$ cat config.mk
export PLATFORM = sky130hd
export DESIGN_NAME = crc_frame_ctrl
export DESIGN_NICKNAME = d
export VERILOG_FILES = /design/src/rtl/crc_uart_pkg.sv /design/src/rtl/crc_byte_sender.sv /design/src/rtl/crc_frame_ctrl.sv
export SDC_FILE = /design/constraint.sdc
export NUM_CORES = 1
export LEC_CHECK = 0
export CORE_UTILIZATION = 40
export DETAILED_ROUTE_END_ITERATION = 10
export RECOVER_POWER = 100
export SYNTH_ARGS = -nofsm -noshare
export SYNTH_HDL_FRONTEND = slang
export SYNTH_SLANG_ARGS = --single-unit
$ cat constraint.sdc
create_clock -name clk_i -period 3.5 [get_ports clk_i]
set_clock_uncertainty 0.2 [all_clocks]
set_input_delay 0.525 -clock clk_i [delete_from_list [all_inputs] [get_ports clk_i]]
set_output_delay 0.525 -clock clk_i [all_outputs]
set_load 0.01 [all_outputs]
$ cat src/rtl/crc_uart_pkg.sv
// Shared types and constants for the UART / checksum frame controller.
package crc_uart_pkg;

  typedef enum logic [2:0] {
    COLLECT = 3'd0,
    LOAD    = 3'd1,
    WAIT    = 3'd2,
    SEND_HI = 3'd3,
    SEND_LO = 3'd4
  } state_e;

  typedef enum logic [1:0] {
    ERR_NONE    = 2'b00,
    ERR_OVERRUN = 2'b01,
    ERR_BYTE_TO = 2'b10,
    ERR_CRC_TO  = 2'b11
  } err_e;

  localparam logic [16:0] DEFAULT_POLY = 17'h11021;

endpackage

$ cat src/rtl/crc_byte_sender.sv
// Two-byte valid/ready serializer: returns a 16-bit CRC high byte first.
module crc_byte_sender (
  input  logic        clk_i,
  input  logic        rst_ni,
  input  logic        start_i,
  input  logic [15:0] crc_i,
  input  logic        tx_ready_i,
  output logic [7:0]  tx_data_o,
  output logic        tx_valid_o,
  output logic        hi_ack_o,
  output logic        lo_ack_o,
  output logic        frame_done_o
);

  logic       valid_r;
  logic       lo_phase_r;
  logic       done_r;
  logic [7:0] data_r;
  logic [7:0] lo_byte_r;
  logic       hs_s;

  assign hs_s         = valid_r & tx_ready_i;
  assign hi_ack_o     = hs_s & ~lo_phase_r;
  assign lo_ack_o     = hs_s & lo_phase_r;
  assign tx_data_o    = data_r;
  assign tx_valid_o   = valid_r;
  assign frame_done_o = done_r;

  // Output byte register; data only moves on a handshake, so it is stable under back-pressure
  always_ff @(posedge clk_i or negedge rst_ni) begin
    if (!rst_ni) begin
      valid_r    <= 1'b0;
      lo_phase_r <= 1'b0;
      done_r     <= 1'b0;
      data_r     <= 8'h00;
      lo_byte_r  <= 8'h00;
    end else begin
      done_r <= lo_ack_o;
      if (start_i) begin
        valid_r    <= 1'b1;
        lo_phase_r <= 1'b0;
        data_r     <= crc_i[15:8];
        lo_byte_r  <= crc_i[7:0];
      end else if (hi_ack_o) begin
        lo_phase_r <= 1'b1;
        data_r     <= lo_byte_r;
      end else if (lo_ack_o) begin
        valid_r    <= 1'b0;
        lo_phase_r <= 1'b0;
        data_r     <= 8'h00;
      end
    end
  end

endmodule

$ cat src/rtl/crc_frame_ctrl.sv
// Frame controller: packs UART bytes for the checksum engine and returns its CRC.
module crc_frame_ctrl
  import crc_uart_pkg::*;
#(
  parameter int unsigned NBYTES  = 5,
  parameter logic [16:0] POLY    = DEFAULT_POLY,
  parameter int unsigned BYTE_TO = 1023,
  parameter int unsigned CRC_TO  = 63
) (
  input  logic                  clk_i,
  input  logic                  rst_ni,
  input  logic [7:0]            rx_data_i,
  input  logic                  rx_valid_i,
  output logic [8*NBYTES-1:0]   crc_data_o,
  output logic                  crc_we_o,
  output logic [16:0]           crc_mask_o,
  input  logic [15:0]           crc_i,
  input  logic                  crc_valid_i,
  output logic [7:0]            tx_data_o,
  output logic                  tx_valid_o,
  input  logic                  tx_ready_i,
  output logic                  busy_o,
  output logic                  frame_done_o,
  output logic [1:0]            err_o
);

  localparam int unsigned DATA_W = 8 * NBYTES;
  localparam int unsigned CNT_W  = $clog2(NBYTES) + 1;
  localparam int unsigned IDLE_W = $clog2(BYTE_TO) + 1;
  localparam int unsigned WAIT_W = $clog2(CRC_TO) + 1;

  state_e              state_r, state_s;
  logic [CNT_W-1:0]    cnt_r, cnt_s;
  logic [IDLE_W-1:0]   idle_r, idle_s;
  logic [WAIT_W-1:0]   wait_r, wait_s;
  // Holds the first NBYTES-1 bytes; the last byte goes straight into the load word
  logic [DATA_W-9:0]   buf_r, buf_s;
  logic [DATA_W-1:0]   crc_data_r;
  logic                crc_we_r, we_s;
  err_e                err_r, fsm_err_s, err_next_s;
  logic                busy_r;
  logic                start_s;
  logic                hi_ack_s, lo_ack_s;

  // Next-state, counters and error detection
  always_comb begin
    state_s   = state_r;
    cnt_s     = cnt_r;
    idle_s    = idle_r;
    wait_s    = wait_r;
    buf_s     = buf_r;
    fsm_err_s = ERR_NONE;
    we_s      = 1'b0;
    start_s   = 1'b0;
    case (state_r)
      COLLECT: begin
        if (rx_valid_i) begin
          idle_s = '0;
          if (cnt_r == CNT_W'(NBYTES - 1)) begin
            cnt_s   = '0;
            we_s    = 1'b1;
            state_s = LOAD;
          end else begin
            buf_s[(DATA_W - 9) - 8 * int'(cnt_r) -: 8] = rx_data_i;
            cnt_s = cnt_r + CNT_W'(1);
          end
        end else if (cnt_r != '0) begin
          if (idle_r == IDLE_W'(BYTE_TO - 1)) begin
            fsm_err_s = ERR_BYTE_TO;
            cnt_s     = '0;
            idle_s    = '0;
          end else begin
            idle_s = idle_r + IDLE_W'(1);
          end
        end else begin
          idle_s = '0;
        end
      end
      LOAD: begin
        wait_s  = WAIT_W'(1);
        state_s = WAIT;
      end
      WAIT: begin
        // wait_r equals the number of cycles since LOAD; a result on the last cycle still wins
        if (crc_valid_i) begin
          start_s = 1'b1;
          state_s = SEND_HI;
        end else if (wait_r == WAIT_W'(CRC_TO - 1)) begin
          fsm_err_s = ERR_CRC_TO;
          cnt_s     = '0;
          state_s   = COLLECT;
        end else begin
          wait_s = wait_r + WAIT_W'(1);
        end
      end
      SEND_HI: begin
        if (hi_ack_s) begin
          state_s = SEND_LO;
        end else begin
          state_s = SEND_HI;
        end
      end
      SEND_LO: begin
        if (lo_ack_s) begin
          state_s = COLLECT;
        end else begin
          state_s = SEND_LO;
        end
      end
      default: begin
        state_s = COLLECT;
        cnt_s   = '0;
      end
    endcase
  end

  assign err_next_s = (fsm_err_s == ERR_NONE && rx_valid_i && state_r != COLLECT)
                      ? ERR_OVERRUN : fsm_err_s;

  // State and registered outputs
  always_ff @(posedge clk_i or negedge rst_ni) begin
    if (!rst_ni) begin
      state_r    <= COLLECT;
      cnt_r      <= '0;
      idle_r     <= '0;
      wait_r     <= '0;
      buf_r      <= '0;
      crc_data_r <= '0;
      crc_we_r   <= 1'b0;
      err_r      <= ERR_NONE;
      busy_r     <= 1'b0;
    end else begin
      state_r  <= state_s;
      cnt_r    <= cnt_s;
      idle_r   <= idle_s;
      wait_r   <= wait_s;
      buf_r    <= buf_s;
      crc_we_r <= we_s;
      err_r    <= err_next_s;
      busy_r   <= (state_s != COLLECT);
      if (we_s) begin
        crc_data_r <= {buf_r, rx_data_i};
      end
    end
  end

  crc_byte_sender u_sender (
    .clk_i        (clk_i),
    .rst_ni       (rst_ni),
    .start_i      (start_s),
    .crc_i        (crc_i),
    .tx_ready_i   (tx_ready_i),
    .tx_data_o    (tx_data_o),
    .tx_valid_o   (tx_valid_o),
    .hi_ack_o     (hi_ack_s),
    .lo_ack_o     (lo_ack_s),
    .frame_done_o (frame_done_o)
  );

  assign crc_data_o = crc_data_r;
  assign crc_we_o   = crc_we_r;
  assign crc_mask_o = POLY;
  assign busy_o     = busy_r;
  assign err_o      = err_r;

endmodule

==> run_results.csv, run 1 <==
group,metric,value,unit
synth,syn_area,0.005398,mm^2
routing,drtIter0Drc,181,
synth,syn-instance-count,419,
timing,relSlewSlack,0.04796,
timing,drv_slew,0,
synth,ys_types,52,
final_layout,drive_above_1_share,0.2046,
power,p_leak,3.088,nW
synth,synth_edf_count,0,
clock_tree,clock_sinks,120,
synth,synth_top_cell_by_area,"dfrtp_1",
power,ir_drop,373.4,uV
timing,fmax,354.4,MHz
power,powerDensity,777.7,mW/mm^2
final_layout,area_growth_syn_to_layout,25.24,%
synth,synth_area_per_cell,12.88,um^2
worst_setup_path,critPathLaunchType,"flip-flop",
final_layout,fill_cells,1204,
place,post-place-cells,663,
routing,ant_nets,0,
final_layout,fin_nets,544,
die,start_util,0.4092,
worst_setup_path,critPathMaxFanout,8,
global_route,grt_overflow,0,
synth,yosysSeqAreaShare,0.5563,
power,sequentialPowerShare,0.424,
place,io_buffers,82,
worst_setup_path,path_class,"reg2reg",
timing,min_period,2.822,ns
die,pin_count,100,
die,core.rowCount,42,
place,dpl.hpwl,7033,um
flow_run,drv_cap,0,
synth,synth.area.top_cells,"dfrtp_1 56%, mux2_2 13%, mux2_4 4.5%",
clock_tree,htreeDepth,4,
synth,ys_ff_latch,120,
timing,period_share,0.8063,
power,intPower,3.662,mW
die,die_y,118.2,um
final_layout,multiInputGateArea,0.002090,mm^2
clock_tree,clk_pin_slew,0.05,ns
routing,vias,3492,
timing,tns,0,ns
timing,rsz0062_at_grt,"false",
global_route,grt_pass1_vias,3528,
global_route,antenna_found_initial,0,
timing,tightest_slew,1.428,ns
worst_setup_path,endpoint_kind,"flip-flop",
clock_tree,cts-root-buf,"clkbuf_16",
routing,wl_per_cell,15.43,um
clock_tree,clock_path_buffers,2,
global_route,grt_pass1_wl,18060,um
global_route,grt_max_degree,67,
final_layout,antennaDiodeCount,0,
die,dieWidth,118.2,um
final_layout,fin_cells,694,
power,switching_share,0.3034,
clock_tree,numCtsBuffers,17,
synth,yosys_warnings,0,
synth,synth_top_area_share,0.5563,
global_route,track_usage,0.1677,
die,core_area,0.01319,mm^2
clock_tree,cts_tree,"yes",
worst_setup_path,arrival,2.91,ns
worst_setup_path,crit_required,3.59,ns
timing,hold_violations,0,
routing,firstDrtPassIters,4,
worst_setup_path,r2r_slack,0.68,ns
synth,async_flop_share,1.000,
hold_path,holdCritPathClass,"reg2reg",
die,dieArea,0.01396,mm^2
final_layout,seq_area,0.003003,mm^2
clock_tree,worstSkewPairLatency,0.41,ns
power,comb_power_share,0.277,
status,status,"finished, final reports clean",
place,gp_congestion,0.8260,
routing,drt-vias-per-instance,5.032,
power,p_clk_frac,0.299,
routing,routed_wl,10710,um
timing,setup_viol,0,
routing,drc,0,
synth,synth_flop_cell,"dfrtp_1",
power,netSwitchingPower,1.595,mW
-- synth_stat cells (3+ instances only) --
master    instances
a21oi_1          13
a31oi_1          15
a41oi_1           3
and3_1            4
buf_2             9
buf_4            18
buf_6             3
clkbuf_1          6
dfrtp_1         120
ha_1              8
inv_1            10
mux2_2           64
mux2_4           16
mux2i_1           5
nand2_1          26
nand2b_1          5
nand3_1          10
nand3b_1          7
nor2_1            9
nor3b_1           9
o211ai_1          3
o21ai_0          13
o31ai_1           3
or2_2             3
-- layer usage --
metal / track usage / up-vias / part of all wire
li1: - / 1658 / -
met1: 0.2253 / 1748 / 0.49
met2: 0.2496 / 73 / 0.47
met3: 0.05502 / 13 / 0.038
met4: 0.06731 / 0 / 0.012
met5: 0 / - / 0
-- cell usage in the layout (no fill, tap or decap), drive strengths merged, types with 2 or more instances in the layout --
cell and count:
nor4 2, clkinvlp 2, or4 2, buf 2, clkbuf 26, nand3b 7, clkinv 7, o2111ai 2
nand3 11, mux2 80, and3 4, dfrtp 120, nand2b 5, a41oi 3, a21oi 13, o31ai 3
dlygate4sd3 57, nor3 3, o211ai 3, xor2 2, a211oi 2, ha 8, nor2 9, or3 3
nand4b 2, nand2 26, clkdlybuf4s50 25, or2 3, inv 10, mux2i 5, conb 17, o21ai 13
a31oi 15, o22ai 2, nor3b 9
-- repair_timing --
action | 4_1_cts | 5_1_grt
hold endpoints to repair | 20 | 0
buffers inserted | 0 | 0
gates resized for setup | 0 | 0
hold buffers | 1 | 0
-- area by class of cell --
type	instances	area share
Inverter	10	0.005552
Timing Repair Buffer	90	0.1292
Multi-Input combinational cell	268	0.3091
Clock buffer	20	0.06756
Clock inverter	10	0.01185
Tap cell	176	0.03257
Sequential cell	120	0.4442
-- worst max-delay path: stages, from the launching register on --
cell	delay, ns
dfrtp_1	0.42
inv_1	0.14
ha_1	0.24
nand2_1	0.14
nand3_1	0.23
nor4_2	0.90
mux2_2	0.42
-- power by group through the flow --
stage               registers (mW)  logic (mW)  clock network (mW)
floorplan                     2.22       0.985                   0
global placement              2.24        1.61                   0
detailed placement            2.26        1.65                   0
CTS                           2.25        1.66                1.61
global route                  2.30        1.61                1.68
finish                        2.23        1.46                1.57
-- stage by stage --
step	power [mW]	hold slack [ns]	util	instance area, um^2	setup slack (ns)
after floorplan	3.203	0.02941	-	5454	1.075
after CTS	5.517	0.2789	0.5222	6888	0.8344
after global routing	5.592	0.3039	0.5125	6760	0.4215
after global placement	3.850	0.2593	0.4807	6341	0.7164
final	5.257	0.2799	0.5125	6760	0.6779
after detailed placement	3.903	0.2736	0.4807	6341	0.6609
-- cell families after synthesis --
| group | Yosys count | share of synthesized area |
|---|---|---|
| buf+inv | 46 | 0.05076 |
| fa+ha+maj | 8 | 0.01855 |
| mux | 85 | 0.1873 |
| flops | 120 | 0.5563 |
| other cells | 2 | 0.001391 |
| simple gates | 92 | 0.1045 |
| compound gates | 64 | 0.07789 |
| xor+xnor | 2 | 0.003246 |
-- path summary, 6_finish.rpt --
path / start / to / depth (start not counted)
setup / recovery: cnt_r[1] / buf_r[9] / 6
hold / removal: wait_r[6] / wait_r[6] / 1
setup reg to reg: cnt_r[1] / buf_r[9] / 6
hold reg to reg: wait_r[6] / wait_r[6] / 1
max in group asynchronous: rst_ni / buf_r[9] / 3
min in group asynchronous: rst_ni / idle_r[10] / 2
-- registers in the layout, summed over array words and instances (netlist names), 2 cells and up --
signal	cells
state_r	3
err_o	2
buf_r	32
wait_r	7
crc_data_o	40
u_sender.tx_data_o	8
idle_r	11
u_sender.lo_byte_r	8
cnt_r	4
No activity file was read; power rests on OpenSTA's default activity.
==> inputs of run 2 (changes only) <==
Clock period 3.5 ns to 2.9 ns, I/O delays scaled along.
==> run 2 against run 1 <==
Power up 25%. Cell count grew 0.86%. Cell area is 1.4% higher. Sequential power increased by 20%. Fmax is 5.5% higher. Hold slack improved by 0.0076 ns. Die area unchanged. Sequential share of layout area down 0.60 points. Utilization is 0.70 points higher. Critical path type unchanged. Critical endpoint is now crc_data_o[32].
==> run_results.csv, run 2 (same netlist as run 1, synthesis figures left out) <==
group,metric,value,unit
die,dieWidth,118.2,um
worst_setup_path,arrival,2.76,ns
worst_setup_path,reg2reg_depth,6,
timing,min_period,2.676,ns
die,pin_count,100,
final_layout,fin_cells,700,
routing,wl_per_cell,15.68,um
timing,setup_viol,0,
final_layout,area_growth_syn_to_layout,26.96,%
worst_setup_path,crit_required,2.99,ns
die,dieArea,0.01396,mm^2
timing,relSlewSlack,0.2290,
global_route,antenna_found_initial,0,
routing,drtIter0Drc,247,
timing,drv_slew,0,
final_layout,antennaDiodeCount,0,
worst_setup_path,critPathMaxFanout,13,
global_route,grt_pass1_vias,3658,
timing,period_share,0.9226,
status,status,"finished, final reports clean",
clock_tree,worstSkewPairLatency,0.41,ns
place,post-place-cells,667,
final_layout,layout_common_cells,"120 x dfrtp_1, 64 x mux2_2, 55 x dlygate4sd3_1",
routing,firstDrtPassIters,4,
timing,tns,0,ns
hold_path,holdCritPathClass,"reg2reg",
die,die_y,118.2,um
clock_tree,cts-root-buf,"clkbuf_16",
place,gp_congestion,0.8418,
routing,vias,3517,
final_layout,fin_nets,548,
hold_path,hold_depth,1,
routing,drt-vias-per-instance,5.024,
power,ir_drop,446.4,uV
final_layout,drive_above_1_share,0.2099,
global_route,grt_overflow,0,
worst_setup_path,critPathLaunchType,"flip-flop",
routing,ant_nets,0,
clock_tree,htreeDepth,4,
global_route,track_usage,0.1683,
worst_setup_path,worst-path-stages,6,
final_layout,layout_commonest_cell,"dfrtp_1",
power,powerDensity,956.3,mW/mm^2
flow_run,drv_cap,0,
worst_setup_path,cp_num_buf_inv,2,
routing,drc,0,
clock_tree,clk_pin_slew,0.05,ns
clock_tree,numCtsBuffers,17,
worst_setup_path,cp_cell_sequence,"nor3_4 -> clkbuf_1 -> nand2_1 -> nor2_2 -> clkbuf_2 -> mux2_2",
worst_setup_path,endpoint_kind,"flip-flop",
worst_setup_path,slowest_delay,0.52,ns
die,core_area,0.01319,mm^2
global_route,grt_max_degree,49,
worst_setup_path,cp_top_family,"buffers and inverters",
final_layout,largest_register_ffs,40,
worst_setup_path,path_class,"reg2reg",
power,p_leak,3.141,nW
die,start_util,0.4092,
clock_tree,cts_tree,"yes",
clock_tree,clock_sinks,120,
routing,routed_wl,10970,um
worst_setup_path,cpMaxStageDelayCell,"clkbuf_1",
timing,rsz0062_at_grt,"false",
timing,hold_violations,0,
place,dpl.hpwl,7288,um
die,core.rowCount,42,
timing,tightest_slew,1.156,ns
clock_tree,clock_path_buffers,2,
global_route,grt_pass1_wl,18330,um
place,io_buffers,82,
timing,fmax,373.7,MHz
==> run 2: worst paths after layout <==
path,from,endpoint,slack (ns)
worst max-delay path,state_r[2],crc_data_o[32],0.22
worst min-delay path,wait_r[6],wait_r[6],0.29
worst max register to register,state_r[2],crc_data_o[32],0.22
worst min register to register,wait_r[6],wait_r[6],0.29
max in group asynchronous,rst_ni,crc_data_o[12],0.73
min in group asynchronous,rst_ni,idle_r[0],0.31
==> run 2: stage by stage <==
step           power, mW  hold slack [ns]  worst slack, ns  instance area (um^2)  utilization
2_1_floorplan      3.866         -0.06059           0.4751                  5454            -
3_3_place_gp       4.633           0.2073           0.2836                  6371       0.4830
3_5_place_dp       4.700           0.2088           0.2290                  6371       0.4830
4_1_cts            6.860           0.2912           0.2537                  6982       0.5293
5_1_grt            6.948           0.3033          0.06725                  6853       0.5195
6_report           6.553           0.2875           0.2243                  6853       0.5195
==> run 2: repair_timing <==
| item | 4_1_cts | 5_1_grt |
|---|---|---|
| hold buffers | 1 | 0 |
| hold endpoints to repair | 32 | 0 |
| buffers inserted | 0 | 0 |
| resized for setup | 0 | 0 |
==> run 2: layout make-up <==
| class | instances | area [um^2] |
|---|---|---|
| Multi-Input combinational cell | 268 | 2090 |
| Fill cell | 1161 | 6337 |
| Sequential cell | 120 | 3003 |
| Clock inverter | 8 | 118.9 |
| Inverter | 10 | 37.54 |
| Clock buffer | 24 | 481.7 |
| Tap cell | 176 | 220.2 |
| Timing Repair Buffer | 94 | 902.1 |
==> run 2: metal layers <==
metal  up-vias  GRT usage  share of wire
met4         0    0.07532          0.013
met2        78     0.2680           0.48
met3        12    0.04488          0.044
met5         -          0              0
li1       1660          -              -
met1      1767     0.2149           0.46
==> run 2: worst register-to-register path: stages, from the launching register on <==
cell and delay, ns:
dfrtp_1 0.51, nor3_4 0.28, clkbuf_1 0.52, nand2_1 0.15, nor2_2 0.21, clkbuf_2 0.31, mux2_2 0.37
==> run 2: power by group <==
group          total, mW  switching [mW]  internal (mW)
sequential          2.67           0.401           2.27
clock               2.12           0.710           1.41
combinational       1.76           0.803          0.957
total               6.55            1.91           4.64
